`src/rtl/aon_key_reg_pkg.sv`:
```
// Shared types and defaults for the key-protected register write controller.
package aon_key_reg_pkg;

  localparam int unsigned      DEF_WIDTH   = 20;
  localparam logic [31:0]      DEF_KEY     = 32'h0051F15E;
  localparam int unsigned      TMR_W       = 8;
  localparam logic [TMR_W-1:0] DEF_TIMEOUT = 8'd255;

  typedef enum logic [1:0] {
    ST_IDLE  = 2'd0,
    ST_WRITE = 2'd1,
    ST_RESP  = 2'd2
  } state_e;

endpackage

```
`src/rtl/aon_key_reg_wr_ctrl_if.sv`:
```
// Request/response bus of aon_key_reg_wr_ctrl; master = requester, slave = controller.
interface aon_key_reg_wr_ctrl_if
  import aon_key_reg_pkg::*;
#(
  parameter int unsigned WIDTH = DEF_WIDTH
);

  logic             io_req_valid;
  logic             io_req_ready;
  logic             io_req_is_key;
  logic [31:0]      io_req_data;
  logic [WIDTH-1:0] io_req_mask;
  logic             io_resp_valid;
  logic             io_resp_ready;
  logic             io_resp_err;
  logic [WIDTH-1:0] io_resp_rdata;

  modport master (
    output io_req_valid, io_req_is_key, io_req_data, io_req_mask, io_resp_ready,
    input  io_req_ready, io_resp_valid, io_resp_err, io_resp_rdata
  );

  modport slave (
    input  io_req_valid, io_req_is_key, io_req_data, io_req_mask, io_resp_ready,
    output io_req_ready, io_resp_valid, io_resp_err, io_resp_rdata
  );

endinterface

```
`src/rtl/aon_key_unlock_tmr.sv`:
```
// Unlock expiry timer; only built when AON_KEY_REG_WR_TIMEOUT_EN is defined.
`ifdef AON_KEY_REG_WR_TIMEOUT_EN
module aon_key_unlock_tmr
  import aon_key_reg_pkg::*;
#(
  parameter logic [TMR_W-1:0] TIMEOUT_CYC = DEF_TIMEOUT
) (
  input  logic clock,
  input  logic reset,
  input  logic count_en,
  input  logic clear,
  output logic expire
);

  localparam logic [TMR_W-1:0] LAST = TIMEOUT_CYC - TMR_W'(1);

  logic [TMR_W-1:0] cnt_q, cnt_d;

  // Expiry fires on the idle cycle that brings the count to TIMEOUT_CYC.
  always_comb begin
    expire = count_en && (cnt_q == LAST);
    cnt_d  = cnt_q;
    if (clear || expire) begin
      cnt_d = '0;
    end else if (count_en) begin
      cnt_d = cnt_q + TMR_W'(1);
    end
  end

  always_ff @(posedge clock or posedge reset) begin
    if (reset) begin
      cnt_q <= '0;
    end else begin
      cnt_q <= cnt_d;
    end
  end

endmodule
`endif

```
`src/rtl/aon_key_reg_wr_ctrl.sv`:
```
// Key-protected write controller for an external register vector.
// Optional unlock expiry: define AON_KEY_REG_WR_TIMEOUT_EN.
module aon_key_reg_wr_ctrl
  import aon_key_reg_pkg::*;
#(
  parameter int unsigned      WIDTH       = DEF_WIDTH,
  parameter logic [31:0]      KEY         = DEF_KEY,
  parameter logic [TMR_W-1:0] TIMEOUT_CYC = DEF_TIMEOUT
) (
  input  logic                 clock,
  input  logic                 reset,
  aon_key_reg_wr_ctrl_if.slave bus,
  input  logic [WIDTH-1:0]     io_q,
  output logic [WIDTH-1:0]     io_d,
  output logic                 io_en,
  output logic                 io_unlocked
);

  state_e           state_q, state_d;
  logic             unlocked_q, unlocked_d;
  logic             err_q, err_d;
  logic             en_q, en_d;
  logic [WIDTH-1:0] d_q, d_d;
  logic             accept;
  logic             key_ok;
  logic             expire;

  always_comb begin
    accept = bus.io_req_valid && (state_q == ST_IDLE);
    key_ok = (bus.io_req_data == KEY);
  end

`ifdef AON_KEY_REG_WR_TIMEOUT_EN
  logic tmr_count_en;

  always_comb tmr_count_en = unlocked_q && (state_q == ST_IDLE) && !bus.io_req_valid;

  aon_key_unlock_tmr #(
    .TIMEOUT_CYC (TIMEOUT_CYC)
  ) u_unlock_tmr (
    .clock    (clock),
    .reset    (reset),
    .count_en (tmr_count_en),
    .clear    (accept),
    .expire   (expire)
  );
`else
  logic unused_timeout;

  always_comb begin
    expire         = 1'b0;
    unused_timeout = ^TIMEOUT_CYC;
  end
`endif

  always_ff @(posedge clock or posedge reset) begin
    if (reset) begin
      state_q    <= ST_IDLE;
      unlocked_q <= 1'b0;
      err_q      <= 1'b0;
      en_q       <= 1'b0;
      d_q        <= '0;
    end else begin
      state_q    <= state_d;
      unlocked_q <= unlocked_d;
      err_q      <= err_d;
      en_q       <= en_d;
      d_q        <= d_d;
    end
  end

  always_comb begin
    state_d = state_q;
    unique case (state_q)
      ST_IDLE:  if (accept) state_d = (bus.io_req_is_key || !unlocked_q) ? ST_RESP : ST_WRITE;
      ST_WRITE: state_d = ST_RESP;
      ST_RESP:  if (bus.io_resp_ready) state_d = ST_IDLE;
      default:  state_d = ST_IDLE;
    endcase
  end

  // Merge is computed from io_q at accept time; io_d is held until the next write.
  always_comb begin
    unlocked_d = unlocked_q;
    err_d      = err_q;
    d_d        = d_q;
    if (accept) begin
      if (bus.io_req_is_key) begin
        unlocked_d = key_ok;
        err_d      = !key_ok;
      end else if (unlocked_q) begin
        unlocked_d = 1'b0;
        err_d      = 1'b0;
        d_d        = (io_q & ~bus.io_req_mask) | (bus.io_req_data[WIDTH-1:0] & bus.io_req_mask);
      end else begin
        err_d      = 1'b1;
      end
    end else if (expire) begin
      unlocked_d = 1'b0;
    end
    en_d = (state_d == ST_WRITE);
  end

  always_comb begin
    bus.io_req_ready  = (state_q == ST_IDLE);
    bus.io_resp_valid = (state_q == ST_RESP);
    bus.io_resp_err   = err_q;
    bus.io_resp_rdata = io_q;
    io_en             = en_q;
    io_d              = d_q;
    io_unlocked       = unlocked_q;
  end

endmodule

```
`src/flat_wrapper.sv`:
```
// flat-port wrapper written by rule: the top's interface ports become plain ports
module aon_key_reg_wr_ctrl_flat import aon_key_reg_pkg::*;
#(
  parameter int unsigned      WIDTH       = DEF_WIDTH,
  parameter logic [31:0]      KEY         = DEF_KEY,
  parameter logic [TMR_W-1:0] TIMEOUT_CYC = DEF_TIMEOUT
)
  (clock, reset, io_q, io_d, io_en, io_unlocked, bus_io_req_valid, bus_io_req_is_key, bus_io_req_data, bus_io_req_mask, bus_io_resp_ready, bus_io_req_ready, bus_io_resp_valid, bus_io_resp_err, bus_io_resp_rdata);
  aon_key_reg_wr_ctrl_if #(.WIDTH(WIDTH)) bus_i ();
  input  logic clock;
  input  logic reset;
  input  logic [WIDTH-1:0] io_q;
  output logic [WIDTH-1:0] io_d;
  output logic io_en;
  output logic io_unlocked;
  input wire logic [$bits(bus_i.io_req_valid)-1:0] bus_io_req_valid;
  input wire logic [$bits(bus_i.io_req_is_key)-1:0] bus_io_req_is_key;
  input wire logic [$bits(bus_i.io_req_data)-1:0] bus_io_req_data;
  input wire logic [$bits(bus_i.io_req_mask)-1:0] bus_io_req_mask;
  input wire logic [$bits(bus_i.io_resp_ready)-1:0] bus_io_resp_ready;
  output wire logic [$bits(bus_i.io_req_ready)-1:0] bus_io_req_ready;
  output wire logic [$bits(bus_i.io_resp_valid)-1:0] bus_io_resp_valid;
  output wire logic [$bits(bus_i.io_resp_err)-1:0] bus_io_resp_err;
  output wire logic [$bits(bus_i.io_resp_rdata)-1:0] bus_io_resp_rdata;
  assign bus_i.io_req_valid = bus_io_req_valid;
  assign bus_i.io_req_is_key = bus_io_req_is_key;
  assign bus_i.io_req_data = bus_io_req_data;
  assign bus_i.io_req_mask = bus_io_req_mask;
  assign bus_i.io_resp_ready = bus_io_resp_ready;
  assign bus_io_req_ready = bus_i.io_req_ready;
  assign bus_io_resp_valid = bus_i.io_resp_valid;
  assign bus_io_resp_err = bus_i.io_resp_err;
  assign bus_io_resp_rdata = bus_i.io_resp_rdata;
  aon_key_reg_wr_ctrl #(.WIDTH(WIDTH), .KEY(KEY), .TIMEOUT_CYC(TIMEOUT_CYC)) u_core (.clock(clock), .reset(reset), .bus(bus_i), .io_q(io_q), .io_d(io_d), .io_en(io_en), .io_unlocked(io_unlocked));
endmodule
```
`config.mk`:
```
export PLATFORM = sky130hd
export DESIGN_NAME = aon_key_reg_wr_ctrl_flat
export DESIGN_NICKNAME = d
export VERILOG_FILES = /design/src/rtl/aon_key_reg_pkg.sv /design/src/rtl/aon_key_reg_wr_ctrl_if.sv /design/src/rtl/aon_key_unlock_tmr.sv /design/src/rtl/aon_key_reg_wr_ctrl.sv /design/src/flat_wrapper.sv
export SDC_FILE = /design/constraint.sdc
export NUM_CORES = 1
export LEC_CHECK = 0
export ABC_AREA = 1
export CAP_MARGIN = 0
export CORE_UTILIZATION = 36
export CTS_CLUSTER_DIAMETER = 60
export DETAILED_ROUTE_END_ITERATION = 7
export GPL_TIMING_DRIVEN = 0
export PLACE_DENSITY = 0.95
export SYNTH_ARGS = -nofsm -noshare
export SYNTH_HDL_FRONTEND = slang
export SYNTH_SLANG_ARGS = --single-unit
```
`constraint.sdc`:
```
create_clock -name clock -period 3.7 [get_ports clock]
set_input_delay 0.74 -clock clock [delete_from_list [all_inputs] [get_ports clock]]
set_output_delay 0.74 -clock clock [all_outputs]
set_load 0.005 [all_outputs]
```
---- Yosys cells after proc, flatten, opt, wreduce, memory -nomap -nowiden ----
Index checks and enable logic that the tools add are counted.
cells by class
  reduce and logical (&&, ||, !) cells .... 6
  bitwise operators ....................... 5
  multiplexer cells ....................... 7
  eq/ne operators ......................... 4
operators by type and width
  kind                                              number
  AND 20 bit                                        2
  == test 32 x 23 -> 1 bit (second input constant)  1
  NOT 20 bit                                        1
  bitwise OR 20 bit                                 1
  2-to-1 mux 2 bit                                  3
  one-hot mux 2 bit (3 select lines)                1
  == test 2 x 1 -> 1 bit (second input constant)    2
  2-to-1 mux 1 bit                                  3
  AND reduction 3 bit                               1
  == test 2 bit (second input constant)             1
  logical NOT 1 bit                                 2
  logical NOT 2 bit                                 1
  logical AND 1 bit                                 1
  logical OR 1 bit                                  1
  NOT 1 bit                                         1
word-level totals
  input bits .............................. 77
  word-level logic and storage cells ...... 27
  register bits ........................... 25

---- Longest topological paths before layout ----
Gate-level depths: netlist of the first run.
  depth after elaboration ................. 6
  gate-level depth with buffers ........... 7

---- Worst setup path after synthesis of the first run ----
OpenSTA, ideal clock, no wires.
  path kind ............................... input to output
  start point ............................. input port io_q[0]
  end point ............................... output port bus_io_resp_rdata[0]
  stages .................................. 1
  arrival time ............................ 0.851 ns
  slack ................................... 2.109 ns
  cells stage by stage .................... buf_4
RTL lines
  element             RTL line            text
  start: declaration  flat_wrapper.sv:12  input logic [WIDTH-1:0] io_q;
  end: declaration    flat_wrapper.sv:24  output wire logic [$bits(bus_i.io_resp_rdata)-1:0] bus_io_resp_rdata;
No word-level cell between the ends.

---- Worst setup path in the final report of the first run ----
  start point ............................. input port io_q[8]
  end point ............................... output port bus_io_resp_rdata[8]
No word-level cell between the ends.

==> summary.txt, run 1 <==
Yosys
  • Syn Area/Cell: 8.795 sq um
  • Number of flops mapped to enable cells by yosys: 0
  • Syn Std Cell Area: 0.001521 sq mm
  • Mapped Nets: 250
  • Ys async rst share: 100.0%
  • Synth area leader: dfrtp_1
  • Synth top area cells: dfrtp_1 (41%), a21oi_2 (11%), buf_4 (10%)
  • Top-count cell post-synth: nor2_1
  • Seq cells post-synth: 25
  • Synth cell count leaders: nor2_1 (36), dfrtp_1 (25), nand2_1 (22)
  • Seq/Total Area, Yosys: 41.12%
  • Post-synth top flop: dfrtp_1
  • Synthesis Warnings: 0
  • Netlist cell types: 18
  • Post-Syn Instances: 173
  • Post-synth top area share: 41.12%

Pwr
  • Sw frac: 23.04%
  • Net load switching power: 0.0001442 W
  • Static Leakage: 1.278 nW
  • Clock power share: 25.0%
  • Pwr per Cell Area: 220.5 mW/mm^2
  • Comb power frac: 30.3%
  • Pint: 0.0004819 W
  • Power share of the sequential group: 44.7%
  • Worst vdd ir: 0.1249 mV

Detailed routing
  • Routed len/inst: 12.25 um
  • Post-route DRC: 0
  • Final wirelength: 4262 um
  • Via count: 1577
  • Vias/cell: 4.532
  • Final ANT Viol Nets: 0
  • Drt pass-1 iters: 2
  • Iteration-0 DRC Markers: 46

Critical path
  • Setup crit start kind: input pin
  • Worst path cell trace: clkdlybuf4s50_1, buf_4, clkdlybuf4s50_1
  • Slowest-stage cell, CP: clkdlybuf4s50_1
  • Worst path bufs/invs: 3
  • CP max FO: 2
  • Crit-path leading delay family: buffers and inverters
  • Top cell by count, worst path: clkdlybuf4s50_1
  • Crit Path Category: input pin to output pin
  • CP endpoint kind: output pin
  • Critical path required time: 2.96 ns
  • Crit path arrival time: 1.84 ns
  • CP peak stage delay: 0.50 ns

GRT
  • GRT Util Overall: 19.52%
  • Initial antenna violation count: 0
  • Pin count of the biggest net entering global routing: 26
  • First-pass GRT wire length: 6561 um
  • Total grt overflow: 0
  • Vias in the first global route: 1599

Status
  • Outcome: complete, no violations

Clock tree
  • Clock tree buffer depth: 2
  • Worst-path clk slew: 0.09 ns
  • Count of hold buffers inserted by post-cts repair: 0
  • TritonCTS Buffers: 3
  • Post-CTS resize count: 0
  • H-tree levels: 1
  • CTS tree: built
  • Sink Count: 25
  • Setup bufs post-CTS: 0
  • Clock Root Buffer: clkbuf_8
  • Worst skew pair latency: 0.26 ns

STA
  • Fin Setup TNS: 0 ns
  • Min Hold Slack: 0.5196 ns
  • Ratio of final minimum period to clock period: 69.74%
  • Worst-Margin Slew: 0.9364 ns
  • Fin. max-slew vios: 0
  • Fin. Hold Viols: 0
  • Slew headroom: 37.51%
  • Fin crit period: 2.580 ns
  • FMAX: 387.5 MHz
  • Clock skew: 0.007153 ns
  • RSZ-0062 raised after global routing: no
  • Final setup violation count: 0

Die
  • Die Area: 0.004490 sq mm
  • Die H: 67.01 um
  • Site Rows: 23
  • Core Box Area: 0.004029 sq mm
  • Die X: 67.01 um
  • I/O pin count: 122
  • Starting Density: 37.76%

Layout
  • Util after Layout: 70.50%
  • Share of layout cells above drive strength 1: 16.44%
  • Antenna cells: 0
  • Layout area overhead: 86.68%
  • Design area: 0.002840 sq mm
  • Finished Layout Cells: 348
  • Final Net Count: 376

Placement
  • DP Cell Count: 344
  • DP HPWL: 3641 um
  • Area post-placement: 0.002795 sq mm
  • Port Buffer Count: 121
  • Final Wtd Congestion: 0.7546

Job
  • Number of max-cap violations: 0

Hold path
  • Hold/Removal Path Class: flop to flop
==> metal layers <==
metal  vias up  track usage (%)  part of all wire, %
met5         -                0                    0
met4         0            6.915                  1.1
met3         4            4.452                   10
met2        77            38.63                   53
met1       711            19.17                   36
li1        785                -                    -
==> flip-flops by register name, indices dropped and copies added, names as in the netlist <==
name	flops
u_core.io_d	20
u_core.state_q	2
u_core.bus.io_resp_err	1
u_core.io_en	1
u_core.io_unlocked	1
==> placed cells by master, fill, tap and decap left out, types with 2 or more instances in the layout <==
master / count
a21oi_2: 19
buf_4: 21
buf_6: 3
clkbuf_8: 3
clkdlybuf4s50_1: 121
dfrtp_1: 25
inv_1: 16
mux2i_1: 15
nand2_1: 22
nand3_1: 2
nor2_1: 36
o21ai_0: 6
==> power by group through the flow <==
stage / combinational (W) / sequential (W) / clock [W]
final: 0.000190 / 0.000280 / 0.000156
after floorplan: 0.0000587 / 0.000285 / 0
after global routing: 0.000205 / 0.000280 / 0.000177
after CTS: 0.000191 / 0.000280 / 0.000164
after detailed placement: 0.000191 / 0.000285 / 0
after global placement: 0.000185 / 0.000285 / 0
==> worst min-delay path, stage by stage (launching register included) <==
cell	delay [ns]
dfrtp_1	0.35
nor2_1	0.05
a21oi_2	0.09
==> per-stage QoR <==
step	power (W)	setup WS, ns
after floorplan	0.0003439	2.109
after detailed placement	0.0004762	1.122
after global placement	0.0004701	1.138
after global routing	0.0006624	1.088
final	0.0006262	1.120
after CTS	0.0006350	1.118
==> path summary, 6_finish.rpt <==
path                                        startpoint                           to  slack, ns  cells after the start
max                                            io_q[8]         bus_io_resp_rdata[8]       1.12                      3
min                        u_core.io_d[19]$_DFFE_PP0P_  u_core.io_d[19]$_DFFE_PP0P_       0.52                      2
max reg2reg                u_core.state_q[1]$_DFF_PP0_   u_core.io_d[9]$_DFFE_PP0P_       2.30                      5
min reg2reg                u_core.io_d[19]$_DFFE_PP0P_  u_core.io_d[19]$_DFFE_PP0P_       0.52                      2
max in group asynchronous                        reset   u_core.io_d[7]$_DFFE_PP0P_       2.14                      2
min in group asynchronous                        reset  u_core.io_d[10]$_DFFE_PP0P_       0.98                      2
==> logic make-up (layout without fill, tap and decap cells) <==
| logic type | count (synthesis) | in the layout | synth area share, % |
|---|---|---|---|
| simple gates | 66 | 66 | 18.75 |
| buf+inv | 40 | 165 | 16.53 |
| compound gates | 27 | 27 | 13.73 |
| flops | 25 | 25 | 41.12 |
| mux | 15 | 15 | 9.868 |
==> cell type report <==
| type | instances | area [sq um] |
|---|---|---|
| timing repair buffer | 121 | 1211 |
| fill | 326 | 1189 |
| multi-input combinational | 108 | 644.4 |
| sequential | 25 | 625.6 |
| buffer | 24 | 191.4 |
| tap | 50 | 62.56 |
| inverter | 16 | 60.06 |
| clock buffer | 4 | 45.04 |
(Power assumes the default switching activity.)
==> inputs of run 2 (changes only) <==
--- a/config.mk
+++ b/config.mk
@@ -7,11 +7,11 @@
 export LEC_CHECK = 0
 export ABC_AREA = 1
 export CAP_MARGIN = 0
-export CORE_UTILIZATION = 36
+export CORE_UTILIZATION = 33
 export CTS_CLUSTER_DIAMETER = 60
 export DETAILED_ROUTE_END_ITERATION = 7
 export GPL_TIMING_DRIVEN = 0
-export PLACE_DENSITY = 0.95
+export PLACE_DENSITY = 0.91
 export SYNTH_ARGS = -nofsm -noshare
 export SYNTH_HDL_FRONTEND = slang
 export SYNTH_SLANG_ARGS = --single-unit
==> constraint.sdc (replaced) <==
create_clock -name clock -period 2.47 [get_ports clock]
set_input_delay 0.494 -clock clock [delete_from_list [all_inputs] [get_ports clock]]
set_output_delay 0.494 -clock clock [all_outputs]
set_load 0.005 [all_outputs]
==> summary.txt, run 2 (same netlist as run 1, synthesis figures left out) <==
STA
  • Worst-Margin Slew: 0.9387 ns (+0.002322 ns)
  • Fin Setup TNS: 0 ns (unchanged)
  • Ratio of final minimum period to clock period: 83.96%
  • Clock skew: 0.006407 ns (-0.0007460 ns)
  • Fin crit period: 2.074 ns
  • Fin. Hold Viols: 0 (unchanged)
  • Fin. max-slew vios: 0 (unchanged)
  • Final setup violation count: 0 (unchanged)
  • Worst setup margin: 0.3963 ns (-0.7233 ns)
  • FMAX: 482.2 MHz
  • Slew headroom: 37.35% (-0.15 points)
  • RSZ-0062 raised after global routing: no

Detailed routing
  • Final wirelength: 4123 um (-3.3%)
  • Metal3 WL: 430 um (+0.94%)
  • Post-route DRC: 0 (unchanged)
  • Iteration-0 DRC Markers: 45 (-2.2%)
  • Routed len/inst: 11.78 um (-3.8%)
  • Metal1 wirelength: 1448 um (-5.7%)
  • Final ANT Viol Nets: 0 (unchanged)
  • Top sig layer: met4
  • Vias/cell: 4.483 (-1.1%)
  • Drt pass-1 iters: 3 (+1)
  • Via count: 1569 (-0.51%)
  • Metal2 WL: 2194 um (-2.5%)

Critical path
  • Critical path required time: 1.98 ns (-0.98 ns)
  • CP startpoint: io_q[5]
  • CP max FO: 2 (unchanged)
  • R2R Setup Slk: 1.07 ns (-1.23 ns)
  • Reg-to-reg endpoint: u_core.io_d[8]$_DFFE_PP0P_
  • Setup crit start kind: input pin
  • Crit path to: bus_io_resp_rdata[5]
  • Slowest-stage cell, CP: clkdlybuf4s50_1
  • Register-to-Register Path Depth: 5 (unchanged)
  • CP endpoint kind: output pin
  • CP peak stage delay: 0.49 ns (about the same)
  • Crit Path Category: input pin to output pin
  • Worst reg2reg startpoint: u_core.state_q[0]$_DFF_PP0_
  • Worst path cell trace: clkdlybuf4s50_1, buf_4, clkdlybuf4s50_1
  • Top cell by count, worst path: clkdlybuf4s50_1
  • Crit path arrival time: 1.58 ns (-0.26 ns)

Clock tree
  • CTS tree: built
  • Worst skew pair latency: 0.27 ns (about the same)
  • H-tree levels: 1 (unchanged)
  • Clock Root Buffer: clkbuf_8
  • Sink Count: 25 (unchanged)
  • Count of hold buffers inserted by post-cts repair: 0 (unchanged)
  • TritonCTS Buffers: 3 (unchanged)
  • Clock tree buffer depth: 2 (unchanged)
  • Post-CTS resize count: 0 (unchanged)
  • Worst-path clk slew: 0.09 ns (about the same)
  • Setup bufs post-CTS: 0 (unchanged)

Die
  • Core Box Area: 0.004384 sq mm (+8.8%)
  • Die H: 69.90 um (+4.3%)
  • Starting Density: 34.70% (-3.1 points)
  • Die Area: 0.004886 sq mm (+8.8%)
  • I/O pin count: 122 (unchanged)
  • Die X: 69.90 um (+4.3%)
  • Site Rows: 24 (+4.3%)

GRT
  • Pin count of the biggest net entering global routing: 26 (unchanged)
  • Vias in the first global route: 1568 (-1.9%)
  • Total grt overflow: 0 (unchanged)
  • First-pass GRT wire length: 6762 um (+3.1%)
  • GRT Util Overall: 17.20% (-2.3 points)
  • Initial antenna violation count: 0 (unchanged)

Layout
  • Final Net Count: 376 (unchanged)
  • Layout area overhead: 87.09%
  • FF/Latch Area: 625.6 sq um (unchanged)
  • Share of layout cells above drive strength 1: 16.78% (+0.34 points)
  • Area of the multi-input gates: 644.4 sq um (unchanged)
  • Most common cell after layout, fill and taps aside: clkdlybuf4s50_1
  • Antenna cells: 0 (unchanged)
  • Max FFs per register: 20 (unchanged)
  • Filler cells: 372 (+14%)
  • Commonest cells after routing, fill and taps aside: clkdlybuf4s50_1 (121), nor2_1 (36), dfrtp_1 (25), nand2_1 (22), buf_4 (21)

Placement
  • Final Wtd Congestion: 0.7538 (-0.11%)
  • Port Buffer Count: 121 (unchanged)
  • DP HPWL: 3530 um (-3.0%)
  • Place WS: 0.3867 ns (-0.7356 ns)

Hold path
  • Hold depth: 2 (unchanged)
  • Hold path start: u_core.io_d[0]$_DFFE_PP0P_
  • Hold/Removal Path Class: flop to flop

Pwr
  • Clock power share: 26.1% (+1.1 points)
  • Sw frac: 23.75% (+0.71 points)
  • Net load switching power: 0.0002245 W (+56%)
  • Static Leakage: 1.277 nW (about the same)
  • Pint: 0.0007209 W (+50%)
  • Worst vdd ir: 0.1651 mV (+32%)
  • Comb power frac: 29.5% (-0.8 points)
  • Pwr per Cell Area: 332.2 mW/mm^2 (+51%)
  • Power share of the sequential group: 44.3% (-0.4 points)

Job
  • Number of max-cap violations: 0 (unchanged)

Status
  • Outcome: complete, no violations
## run 2: changes by cell type in the layout (fill, tap and decap cells not counted)
cell        delta
clkbuf_1       -1
clkinvlp_4     +1
## run 2: worst min path at each step
stage	slack [ns]	endpoint
final	0.52	u_core.io_d[0]$_DFFE_PP0P_
after global routing	0.55	u_core.io_d[8]$_DFFE_PP0P_
after CTS	0.52	u_core.io_d[0]$_DFFE_PP0P_
after detailed placement	0.50	u_core.io_d[0]$_DFFE_PP0P_
after global placement	0.50	u_core.io_d[4]$_DFFE_PP0P_
after floorplan	0.50	u_core.io_unlocked$_DFFE_PP0N_
## run 2: per-stage QoR
step / power [W] / instances / utilization, % / hold slack [ns] / cell area, sq um
global route: 0.0009974 / 350 / 64.93 / 0.5460 / 2846
detailed placement: 0.0007099 / 346 / 63.81 / 0.5017 / 2798
floorplan: 0.0005151 / 173 / - / 0.4964 / 1521
global placement: 0.0007031 / 346 / 63.81 / 0.4975 / 2798
finish: 0.0009455 / 350 / 64.93 / 0.5196 / 2846
CTS: 0.0009564 / 350 / 64.93 / 0.5232 / 2846
## run 2: critical path: cells and delay by family
family                 cells  cell delay (ns)
buffers and inverters      3             1.08
## run 2: layout make-up
| class | instances | area share, % |
|---|---|---|
| clock buffer | 3 | 1.451 |
| timing repair buffer | 121 | 42.55 |
| tap | 52 | 2.286 |
| clock inverter | 1 | 0.2637 |
| buffer | 24 | 6.725 |
| sequential | 25 | 21.98 |
| multi-input combinational | 108 | 22.64 |
| inverter | 16 | 2.110 |
## run 2: layer usage
layer | vias to the layer above | GRT usage [%]
li1 | 788 | -
met1 | 696 | 16.76
met2 | 81 | 33.76
met3 | 4 | 5.195
met4 | 0 | 5.778
met5 | - | 0
## run 2: power groups by stage
stage / sequential [W] / clock, W / combinational, W
floorplan: 0.000427 / 0 / 0.0000880
global placement: 0.000427 / 0 / 0.000276
detailed placement: 0.000428 / 0 / 0.000282
CTS: 0.000420 / 0.000254 / 0.000283
global route: 0.000421 / 0.000272 / 0.000305
finish: 0.000419 / 0.000247 / 0.000279
==> inputs of run 3 (changes only) <==
==> constraint.sdc (replaced) <==
create_clock -name clock -period 2.1 [get_ports clock]
set_input_delay 0.42 -clock clock [delete_from_list [all_inputs] [get_ports clock]]
set_output_delay 0.42 -clock clock [all_outputs]
set_load 0.005 [all_outputs]
==> results of run 3 <==
The final DEF is identical to that of run 2. Status: complete, no violations.
Main changes from that run: setup slack after placement 0.3867 ns -> 0.1647 ns; setup slack after layout 0.3963 ns -> 0.1743 ns; register-to-register setup slack 1.07 ns -> 0.70 ns; total power 0.0009455 W -> 0.001112 W; worst IR drop on VDD 0.1651 mV -> 0.1942 mV
